File: src/rtl/voice_allocator.sv
// Voice allocator: assigns incoming note events to NUM_VOICES synth voices,
// scanning one voice per cycle and stealing the oldest held voice when all are busy.
module voice_allocator #(
   parameter int NUM_VOICES = 8,
   parameter int NOTE_LIMIT = 88,
   parameter int AGE_W      = 3
) (
   input  logic                      clk,
   input  logic                      reset,
   input  logic                      evt_valid,
   output logic                      evt_ready,
   input  logic                      evt_is_on,
   input  logic [6:0]                evt_note,
   input  logic [6:0]                evt_velocity,
   output logic [NUM_VOICES*8-1:0]   voice_note,
   output logic [NUM_VOICES*7-1:0]   voice_velocity,
   output logic [NUM_VOICES-1:0]     voice_gate,
   output logic [NUM_VOICES-1:0]     voice_trigger,
   output logic [AGE_W:0]            active_count,
   output logic                      steal_pulse
);

   // Handshake: an event transfers on a rising clk edge where evt_valid and
   // evt_ready are both high; evt_ready is high only in IDLE and never during reset.

   typedef enum logic [1:0] {IDLE, SCAN, COMMIT} state_t;

   localparam logic [AGE_W-1:0] LAST_IDX = AGE_W'(NUM_VOICES - 1);

   state_t state_r, state_nx;

   logic [NUM_VOICES-1:0][7:0]       note_r, note_nx;
   logic [NUM_VOICES-1:0][6:0]       vel_r, vel_nx;
   logic [NUM_VOICES-1:0][AGE_W-1:0] age_r, age_nx;
   logic [NUM_VOICES-1:0]            gate_r, gate_nx, trig_r, trig_nx;
   logic                             steal_r, steal_nx;
   logic [AGE_W:0]                   count_r, count_nx;

   logic             on_l;
   logic [6:0]       note_l, vel_l;
   logic [AGE_W-1:0] scan_idx, match_idx, free_idx, oldest_idx, oldest_age, target;
   logic             match_found, free_found, oldest_found;
   logic             accept, is_off, note_ok;

   always_ff @(posedge clk) begin
      if (reset) state_r <= IDLE;
      else       state_r <= state_nx;
   end

   always_comb begin
      state_nx  = state_r;
      evt_ready = 1'b0;
      case (state_r)
         IDLE: begin
            evt_ready = ~reset;
            if (evt_valid) state_nx = SCAN;
         end
         SCAN:    if (scan_idx == LAST_IDX) state_nx = COMMIT;
         COMMIT:  state_nx = IDLE;
         default: state_nx = IDLE;
      endcase
   end

   assign accept = evt_valid & evt_ready;

   always_ff @(posedge clk) begin
      if (reset) begin
         on_l         <= 1'b0;
         note_l       <= '0;
         vel_l        <= '0;
         scan_idx     <= '0;
         match_found  <= 1'b0;
         free_found   <= 1'b0;
         oldest_found <= 1'b0;
         match_idx    <= '0;
         free_idx     <= '0;
         oldest_idx   <= '0;
         oldest_age   <= '0;
      end else if (accept) begin
         on_l         <= evt_is_on;
         note_l       <= evt_note;
         vel_l        <= evt_velocity;
         scan_idx     <= '0;
         match_found  <= 1'b0;
         free_found   <= 1'b0;
         oldest_found <= 1'b0;
         match_idx    <= '0;
         free_idx     <= '0;
         oldest_idx   <= '0;
         oldest_age   <= '0;
      end else if (state_r == SCAN) begin
         if (gate_r[scan_idx]) begin
            if (!match_found && note_r[scan_idx] == {1'b0, note_l}) begin
               match_found <= 1'b1;
               match_idx   <= scan_idx;
            end
            // Strictly greater keeps the lowest index on an age tie.
            if (!oldest_found || age_r[scan_idx] > oldest_age) begin
               oldest_found <= 1'b1;
               oldest_idx   <= scan_idx;
               oldest_age   <= age_r[scan_idx];
            end
         end else if (!free_found) begin
            free_found <= 1'b1;
            free_idx   <= scan_idx;
         end
         scan_idx <= scan_idx + 1'b1;
      end
   end

   assign is_off  = ~on_l | (vel_l == 7'd0);
   assign note_ok = (note_l != 7'd0) && (int'(note_l) < NOTE_LIMIT);

   always_comb begin
      note_nx  = note_r;
      vel_nx   = vel_r;
      age_nx   = age_r;
      gate_nx  = gate_r;
      trig_nx  = '0;
      steal_nx = 1'b0;
      target   = match_found ? match_idx : (free_found ? free_idx : oldest_idx);
      if (state_r == COMMIT) begin
         if (is_off) begin
            for (int i = 0; i < NUM_VOICES; i++)
               if (gate_r[i] && note_r[i] == {1'b0, note_l}) gate_nx[i] = 1'b0;
         end else if (note_ok) begin
            for (int i = 0; i < NUM_VOICES; i++) begin
               if (AGE_W'(i) == target) begin
                  note_nx[i] = {1'b0, note_l};
                  vel_nx[i]  = vel_l;
                  gate_nx[i] = 1'b1;
                  age_nx[i]  = '0;
                  trig_nx[i] = 1'b1;
               end else if (gate_r[i] && age_r[i] != LAST_IDX) begin
                  age_nx[i] = age_r[i] + 1'b1;
               end
            end
            steal_nx = ~match_found & ~free_found;
         end
      end
      count_nx = '0;
      for (int i = 0; i < NUM_VOICES; i++)
         count_nx = count_nx + (AGE_W+1)'(gate_nx[i]);
   end

   always_ff @(posedge clk) begin
      if (reset) begin
         note_r  <= '0;
         vel_r   <= '0;
         age_r   <= '0;
         gate_r  <= '0;
         trig_r  <= '0;
         steal_r <= 1'b0;
         count_r <= '0;
      end else begin
         note_r  <= note_nx;
         vel_r   <= vel_nx;
         age_r   <= age_nx;
         gate_r  <= gate_nx;
         trig_r  <= trig_nx;
         steal_r <= steal_nx;
         count_r <= count_nx;
      end
   end

   assign voice_note     = note_r;
   assign voice_velocity = vel_r;
   assign voice_gate     = gate_r;
   assign voice_trigger  = trig_r;
   assign active_count   = count_r;
   assign steal_pulse    = steal_r;

endmodule

File: config.mk
export PLATFORM = sky130hd
export DESIGN_NAME = voice_allocator
export DESIGN_NICKNAME = d
export VERILOG_FILES = /design/src/rtl/voice_allocator.sv
export SDC_FILE = /design/constraint.sdc
export NUM_CORES = 1
export LEC_CHECK = 0
export CORE_MARGIN = 1.5
export CORE_UTILIZATION = 50
export CTS_CLUSTER_SIZE = 10
export DETAILED_ROUTE_END_ITERATION = 8
export PLACE_DENSITY_LB_ADDON = 0.25
export SYNTH_ARGS = -nofsm -noshare
export SYNTH_HDL_FRONTEND = slang
export SYNTH_SLANG_ARGS = --single-unit
File: constraint.sdc
create_clock -name clk -period 10.73 [get_ports clk]
set_input_delay 2.6825 -clock clk [delete_from_list [all_inputs] [get_ports clk]]
set_output_delay 2.6825 -clock clk [all_outputs]
set_load 0.05 [all_outputs]
==> results of run 1 <==
[worst max path at each step]
stage                     start        end  slack, ps  cells past startpoint
after floorplan           reset  evt_ready       4110                      2
after global placement    reset  evt_ready       3830                      3
after detailed placement  reset  evt_ready       3790                      3
after CTS                 reset  evt_ready       3790                      3
after global routing      reset  evt_ready       3690                      3
final                     reset  evt_ready       3820                      3
[layer usage]
layer  GRT usage  vias up  share of wire
li1            -     3622              -
met1       0.377     3650           0.43
met2       0.430      322           0.47
met3      0.0478       50          0.073
met4       0.108        0          0.027
met5           0        -              0
[through the flow]
step / worst slack, ps / instance area (um^2)
finish: 3820 / 11100
global route: 3690 / 11100
CTS: 3790 / 11100
detailed placement: 3790 / 10500
global placement: 3830 / 10500
floorplan: 4110 / 9070
[layout make-up]
| type | count | area (um^2) |
|---|---|---|
| clock buffer | 18 | 439 |
| clock inverter | 14 | 184 |
| fill | 1497 | 6750 |
| inverter | 9 | 33.8 |
| multi-input combinational | 740 | 4710 |
| sequential | 192 | 3840 |
| tap | 229 | 287 |
| timing repair buffer | 162 | 1590 |
[cell usage in the layout (no fill, tap or decap), types with 4 or more instances in the layout]
master | netlist | routed
a21oi_1 | 107 | 107
a22oi_1 | 16 | 16
and2_1 | 4 | 4
buf_4 | 16 | 12
clkbuf_16 | 0 | 17
clkdlybuf4s50_1 | 0 | 150
clkinv_8 | 0 | 4
conb_1 | 1 | 8
dfxtp_1 | 192 | 191
fa_1 | 4 | 4
ha_1 | 24 | 24
inv_1 | 9 | 9
inv_6 | 0 | 4
inv_8 | 0 | 4
mux2_2 | 10 | 10
mux2i_1 | 68 | 68
mux4_2 | 12 | 12
nand2_1 | 200 | 200
nand2_2 | 4 | 4
nand2b_1 | 4 | 4
nand3_1 | 25 | 25
nor2_1 | 85 | 85
nor2b_1 | 16 | 16
nor3_1 | 18 | 18
nor3b_1 | 9 | 9
nor4_1 | 10 | 10
o21a_1 | 5 | 5
o21ai_0 | 12 | 12
xor2_1 | 62 | 62
[cells by family after synthesis]
logic type               after synthesis  share of synthesized area
flip-flops                           192                      0.425
buffers and inverters                 97                     0.0581
multiplexers                          91                      0.120
adder cells (fa/ha/maj)               28                     0.0421
AND/OR/NAND/NOR                      394                      0.194
other                                  1                   0.000415
XOR/XNOR                              62                     0.0600
AO/OA/AOI/OAI                        157                     0.0997
[worst min-delay path, stage by stage (launching register included)]
cell and delay, ps:
dfxtp_1 310, nand2_1 50, a21oi_1 50
[power groups by stage]
stage | Sequential [mW] | Combinational [mW] | Clock (mW)
6_report | 0.725 | 0.0751 | 0.662
5_1_grt | 0.726 | 0.0813 | 0.694
4_1_cts | 0.725 | 0.0744 | 0.665
3_5_place_dp | 0.742 | 0.0741 | 0
3_3_place_gp | 0.742 | 0.0737 | 0
2_1_floorplan | 0.734 | 0.0681 | 0
[flip-flops by register name, summed over array words and instances (netlist names)]
name            cells
active_count        4
age_r              24
free_found          1
free_idx            3
match_found         1
match_idx           3
note_l              7
oldest_age          3
oldest_found        1
oldest_idx          3
on_l                1
scan_idx            3
state_r             2
steal_pulse         1
vel_l               7
voice_gate          8
voice_note         56
voice_trigger       8
voice_velocity     56
[synthesized netlist by cell type (5+ instances only)]
cell,instances,share of area
ha_1,24,0.033
a21oi_1,107,0.059
buf_4,16,0.013
mux4_2,12,0.030
nand2_1,200,0.083
nor2b_1,16,0.011
buf_6,8,0.010
nor2_1,85,0.035
xor2_1,62,0.060
o21ai_0,12,0.0066
inv_1,9,0.0037
nor3_1,18,0.010
clkbuf_1,39,0.016
mux2i_1,68,0.075
mux2_2,10,0.012
o21a_1,5,0.0042
dfxtp_1,192,0.42
nand3_1,25,0.014
nor3b_1,9,0.0075
buf_2,20,0.011
nor4_1,10,0.0069
a22oi_1,16,0.013
==> flow_summary.json, run 1 <==
{
  "rows": 49,
  "hold_class": "reg -> reg",
  "synth-async-reset-ratio": 0,
  "vias": 7644,
  "holdBufCountCts": 0,
  "setup_viol": 0,
  "leakagePower_nw": 4.21,
  "die_x_um": 138,
  "via_per_inst": 5.60,
  "drtIter0Drc": 626,
  "p_sw_mw": 0.376,
  "worstPathRequired_ps": 8050,
  "sequentialPowerShare": 0.496,
  "slew_headroom": 0.290,
  "path_max_fanout": 81,
  "drc": 0,
  "grt_max_degree": 98,
  "p_total_mw": 1.46,
  "netlist-cell-type-count": 52,
  "finClkSkew_ps": 12.4,
  "wl_per_cell_um": 18.6,
  "htree_num_levels": 4,
  "tns_ps": 0,
  "io_pins": 160,
  "first_pass_iters": 5,
  "clock-root-buffer": "clkbuf_16",
  "critical_path_class": "in -> out",
  "grt_pass1_wl_mm": 39.2,
  "ys_seq_elements": 192,
  "crit_family": "buffers and inverters",
  "path_buf_inv": 2,
  "cts_max_path_buffers": 2,
  "postRouteAntennaNets": 0,
  "dieHeight_um": 138,
  "reg2reg_to": "active_count[2]",
  "cts_sinks": 192,
  "grt_pass1_vias": 7056,
  "slew_violations": 0,
  "cp_cell_sequence": "buf_4 > nor3_1 > clkdlybuf4s50_1",
  "rsz0062_at_grt": "no",
  "diodes": 0,
  "reg2regPathDepth": 16,
  "synth_area_um2": 9040,
  "power_frac_comb": 0.051,
  "coreArea_um2": 17800,
  "p_per_area_nw_per_um2": 132,
  "period_share": 0.644,
  "rr_startpoint": "note_l[6]",
  "cp-end-kind": "primary output",
  "post_cts_resized": 0,
  "r2r_setup_slack_ps": 4910,
  "hold_viol": 0,
  "insertion_delay_ps": 450,
  "start_kind": "input port",
  "cp.arrival_ps": 4230,
  "fin_crit_ps": 6910,
  "critical_path.max_stage_delay_ps": 860,
  "synth-warning-count": 0,
  "port_buffers": 151,
  "synthFlopType": "dfxtp_1",
  "gr-usage-all-layers": 0.275,
  "switching_share": 0.257,
  "dp_hpwl_mm": 17.4,
  "antenna_found_initial": 0,
  "cts_buffers": 17,
  "min_from": "voice_velocity[27]",
  "max_freq_mhz": 145,
  "pwr-share-clk": 0.453,
  "grt_remaining_overflow": 0,
  "synthesis.instances": 1022,
  "cpMaxStageDelayCell": "clkdlybuf4s50_1",
  "drive_gt1_frac": 0.0722,
  "dp.cells": 1332,
  "postRouteWirelength_mm": 25.4,
  "synth_enable_flop_cells": 0,
  "path_clk_slew_ps": 70,
  "postCtsSetupRepairBufs": 0,
  "yosysSeqAreaShare": 0.425,
  "whs_path_depth": 2,
  "worst_slew_pin_slew_ps": 1070,
  "intPower_mw": 1.09,
  "cts_tree": "done",
  "status": "finished clean",
  "instances_no_fill": 1364,
  "max-vdd-ir-drop_v": 0.000134,
  "initial_utilization": 0.507,
  "final_nets": 1168,
  "areaGrowthSynthToFinish_pct": 22.6,
  "holdWs_ps": 456,
  "syn_area_per_cell_um2": 8.85,
  "final_util": 0.622,
  "place_congestion": 0.886,
  "die_area_um2": 18900,
  "hold_end": "voice_velocity[27]",
  "max-cap-violations": 0
}
Note: power is estimated with default switching activity, not from simulation.
==> run 2: changes to the inputs <==
- clock period: 10.73 -> 7.2 ns (I/O delays scaled with it)
==> run 2 against run 1 <==
  * Count of clock-buffer cells in the layout fell by 1
  * Flip-flop and latch count did not move
  * Sequential power grew 49%
  * First-iteration DRC count increased by 12%
  * Die area is the same
  * Routed wire length grew 1.0%
  * Register-to-register slack got worse by 3500 ps
  * Core utilization decreased by 0.14 points
  * Clock power rose by 42%
  * Global-route usage grew 0.053 points
  * Cell area down 0.23%
  * Largest cell class unchanged
  * Largest power group unchanged
  * Highest routed layer unchanged
==> flow_summary.json, run 2 (synthesized netlist as in run 1, its figures left out) <==
{
  "status": "finished clean",
  "critical_path.max_stage_delay_ps": 950,
  "drive_gt1_frac": 0.0722,
  "slew_headroom": 0.268,
  "dp.cells": 1332,
  "gr-usage-all-layers": 0.275,
  "worst_slew_pin_slew_ps": 1100,
  "grt_remaining_overflow": 0,
  "htree_num_levels": 4,
  "coreArea_um2": 17800,
  "final_nets": 1168,
  "via_per_inst": 5.59,
  "hold_class": "reg -> reg",
  "reg2regPathDepth": 15,
  "cts_max_path_buffers": 2,
  "drtIter0Drc": 704,
  "worstPathRequired_ps": 7490,
  "start_kind": "register",
  "clock-root-buffer": "clkbuf_16",
  "dieHeight_um": 138,
  "p_per_area_nw_per_um2": 193,
  "layout_common_cells": "nand2_1 (200), dfxtp_1 (191), clkdlybuf4s50_1 (150)",
  "p_total_mw": 2.13,
  "path_clk_slew_ps": 80,
  "initial_utilization": 0.507,
  "postRouteWirelength_mm": 25.7,
  "max-vdd-ir-drop_v": 0.000203,
  "rsz0062_at_grt": "no",
  "drc": 0,
  "final_common_cell": "nand2_1",
  "instances_no_fill": 1364,
  "cpMaxStageDelayCell": "and2_0",
  "fin_crit_ps": 5750,
  "grt_pass1_vias": 7172,
  "leakagePower_nw": 4.20,
  "postCtsSetupRepairBufs": 0,
  "postRouteAntennaNets": 0,
  "tns_ps": 0,
  "first_pass_iters": 5,
  "place_congestion": 0.901,
  "cts_tree": "done",
  "antenna_found_initial": 0,
  "io_pins": 160,
  "hold_viol": 0,
  "max_freq_mhz": 174,
  "holdBufCountCts": 0,
  "vias": 7619,
  "wl_per_cell_um": 18.8,
  "cts_buffers": 17,
  "period_share": 0.799,
  "whs_path_depth": 2,
  "cts_sinks": 192,
  "diodes": 0,
  "max-cap-violations": 0,
  "rows": 49,
  "port_buffers": 151,
  "nFillCells": 1555,
  "critical_path_class": "reg -> reg",
  "die_area_um2": 18900,
  "cp-end-kind": "register",
  "cp.arrival_ps": 6040,
  "finClkSkew_ps": 17.6,
  "insertion_delay_ps": 440,
  "post_cts_resized": 0,
  "grt_pass1_wl_mm": 39.1,
  "slew_violations": 0,
  "grt_max_degree": 106,
  "final_util": 0.620,
  "setup_viol": 0,
  "dp_hpwl_mm": 18.1,
  "die_x_um": 138,
  "cp_cell_sequence": "nor4_1 > nor4_4 > and2_0 > a21oi_1 > fa_1 > inv_1 > fa_1 > inv_1 > fa_1 > inv_1 > ha_1 > inv_1 > fa_1 > xor2_1 > nor2_1",
  "areaGrowthSynthToFinish_pct": 22.3,
  "path_max_fanout": 20
}
==> run 2: final timing paths <==
kind,startpoint,end,slack [ps]
min,voice_velocity[22],voice_velocity[22],460
max reg2reg,note_l[5],active_count[2],1450
max,note_l[5],active_count[2],1450
min reg2reg,voice_velocity[22],voice_velocity[22],460
==> run 2: layout make-up <==
type / count / area, um^2 / area share
multi-input cells: 740 / 4710 / 0.426
inverters: 9 / 33.8 / 0.00305
clock inverters: 15 / 173 / 0.0156
repair buffers: 162 / 1590 / 0.144
clock buffers: 17 / 425 / 0.0384
well taps: 229 / 287 / 0.0259
flip-flops and latches: 192 / 3840 / 0.347
==> run 2: worst max-delay path, delay by kind of cell (launching register included) <==
family,cells,cell delay (ps)
simple gates,4,2080
fa+ha+maj,5,2040
flops,1,920
buf+inv,4,220
compound gates,1,170
xor+xnor,1,160
==> run 2: metrics by stage <==
| stage | hold WS [ps] | cell area [um^2] | setup slack (ps) |
|---|---|---|---|
| after floorplan | 435 | 9070 | 2340 |
| after global placement | 442 | 10500 | 1710 |
| after detailed placement | 447 | 10500 | 1570 |
| after CTS | 458 | 11100 | 1530 |
| after global routing | 485 | 11100 | 1160 |
| final | 456 | 11100 | 1450 |
==> run 2: routing by layer <==
layer	share of wire	up-vias	GRT usage
li1	-	3627	-
met1	0.44	3635	0.376
met2	0.46	313	0.424
met3	0.077	44	0.0684
met4	0.023	0	0.0942
met5	0	-	0
==> run 2: power breakdown <==
group	switching, mW	internal, mW	total (mW)
combinational	0.0755	0.0398	0.115
clock	0.470	0.467	0.938
sequential	0.0132	1.07	1.08
total	0.559	1.57	2.13
==> run 3: changes to the inputs <==
- CORE_UTILIZATION: 50 -> 48
- clock period: 7.2 -> 5.2 ns (I/O delays scaled with it)
==> run 3 against run 2 <==
  * Via count increased by 0.28%
  * Power increased by 38%
  * Die area increased by 4.1%
  * Clock skew decreased by 4.8 ps
  * Combinational power increased by 40%
  * Setup slack got worse by 1000 ps
  * Worst hold slack improved by 3.1 ps
  * Clock power increased by 38%
  * First-iteration DRC count increased by 4.8%
  * Global-route usage decreased by 0.60 points
==> flow_summary.json, run 3 (synthesized netlist as in run 1, its figures left out) <==
{
  "sequentialPowerShare": 0.508,
  "use_met1": 0.370,
  "cp.arrival_ps": 5050,
  "insertion_delay_ps": 450,
  "htree_num_levels": 4,
  "antenna_found_initial": 0,
  "cts_tree": "done",
  "final_common_cell": "nand2_1",
  "clock-root-buffer": "clkbuf_16",
  "rsz0062_at_grt": "no",
  "first_pass_iters": 7,
  "power_frac_comb": 0.055,
  "path_clk_slew_ps": 80,
  "postRouteWirelength_mm": 26.4,
  "hold_class": "reg -> reg",
  "hold_end": "match_idx[2]",
  "postCtsSetupRepairBufs": 0,
  "path_max_fanout": 10,
  "wl_per_cell_um": 19.2,
  "final-seq-area_um2": 3840,
  "whs_path_depth": 2,
  "use_met3": 0.0568,
  "cts_buffers": 17,
  "cpMaxStageDelayCell": "or4_4",
  "cp-end-kind": "register",
  "intPower_mw": 2.19,
  "period_share": 0.913,
  "holdBufCountCts": 0,
  "worst_slew_pin_slew_ps": 1170,
  "p_sw_mw": 0.755,
  "cp_cell_sequence": "or4_4 > o41ai_4 > nor2b_1 > nand3_1 > a21oi_1 > fa_1 > inv_1 > fa_1 > inv_1 > fa_1 > inv_1 > ha_1 > inv_1 > fa_1 > xor2_1 > nor2_1",
  "p_per_area_nw_per_um2": 265,
  "multi_input_area_um2": 4710,
  "max-vdd-ir-drop_v": 0.000225,
  "port_buffers": 151,
  "grt_pass1_wl_mm": 40.5,
  "pre_cts_ws_ps": 494,
  "p_total_mw": 2.95,
  "drive_gt1_frac": 0.0779,
  "diodes": 0,
  "nFillCells": 1604,
  "finClkSkew_ps": 12.8,
  "gr-usage-all-layers": 0.269,
  "rr_startpoint": "vel_l[3]",
  "postRouteAntennaNets": 0,
  "die_area_um2": 19700,
  "setup_slack_ps": 451,
  "critical_path_class": "reg -> reg",
  "r2r_setup_slack_ps": 450,
  "rows": 50,
  "start_kind": "register",
  "max-cap-violations": 0,
  "dp_hpwl_mm": 18.5,
  "dp.cells": 1345,
  "grtUsageMet2": 0.430,
  "place_congestion": 0.871,
  "instances_no_fill": 1377,
  "reg2regPathDepth": 16,
  "cts_sinks": 192,
  "grt_max_degree": 105,
  "initial_utilization": 0.487,
  "via_per_inst": 5.55,
  "slew_violations": 0,
  "drtIter0Drc": 738,
  "vias": 7640,
  "dieHeight_um": 140,
  "grt_most_used_layer": "met2",
  "io_pins": 160,
  "path_buf_inv": 4,
  "die_x_um": 140,
  "crit_cells": 16,
  "areaGrowthSynthToFinish_pct": 22.8,
  "final_nets": 1176,
  "tns_ps": 0,
  "fin_crit_ps": 4750,
  "crit_family": "adder cells",
  "min_from": "match_idx[2]",
  "drc": 0,
  "coreArea_um2": 18600,
  "post_cts_resized": 0,
  "critical_path.max_stage_delay_ps": 600,
  "cts_max_path_buffers": 2,
  "max_freq_mhz": 211,
  "grt_remaining_overflow": 0,
  "reg2reg_to": "active_count[2]",
  "status": "finished clean",
  "hold_viol": 0,
  "worstPathRequired_ps": 5500,
  "leakagePower_nw": 4.23,
  "setup_viol": 0,
  "switching_share": 0.256,
  "grt_pass1_vias": 7042,
  "pwr-share-clk": 0.437,
  "layout_common_cells": "nand2_1 (200), dfxtp_1 (191), clkdlybuf4s50_1 (150)",
  "slew_headroom": 0.218
}
-- run 3: per-stage QoR --
stage	instance area, um^2	hold slack, ps	utilization
final	11100	459	0.598
after global routing	11100	470	0.598
after detailed placement	10500	449	0.567
after CTS	11100	460	0.598
after global placement	10500	443	0.567
after floorplan	9070	435	-
-- run 3: worst max path at each step --
stage                  start         endpoint  slack (ps)
global placement    vel_l[3]  active_count[2]         640
detailed placement  vel_l[3]  active_count[2]         490
global route        vel_l[3]  active_count[2]         120
floorplan           vel_l[3]  active_count[2]         960
CTS                 vel_l[3]  active_count[2]         460
finish              vel_l[3]  active_count[2]         450
-- run 3: cell type report --
cell class                      instances  area share
Clock buffer                           20      0.0411
Clock inverter                         12      0.0104
Inverter                                9     0.00304
Multi-Input combinational cell        740       0.424
Sequential cell                       192       0.346
Tap cell                              234      0.0264
Timing Repair Buffer                  170       0.149
-- run 3: worst reg2reg max path: cells and delay by family, from the launching register on --
family / cells / cell delay [ps]
AOI/OAI and AO/OA: 2 / 600
xor gates and xnor gates: 1 / 170
adders and majority gates: 5 / 1800
buffers and inverters: 4 / 290
DFF: 1 / 420
and+or+nand+nor: 4 / 1310
-- run 3: routing by layer --
| metal | routed length (um) | vias up |
|---|---|---|
| met5 | 0 | - |
| met4 | 429 | 0 |
| met3 | 2100 | 34 |
| met2 | 12100 | 331 |
| met1 | 11700 | 3629 |
| li1 | - | 3646 |
-- run 3: power groups by stage --
stage / clock [mW] / sequential, mW / combinational [mW]
6_report: 1.29 / 1.50 / 0.161
5_1_grt: 1.36 / 1.50 / 0.173
4_1_cts: 1.30 / 1.50 / 0.160
3_5_place_dp: 0 / 1.53 / 0.159
3_3_place_gp: 0 / 1.53 / 0.160
2_1_floorplan: 0 / 1.51 / 0.140
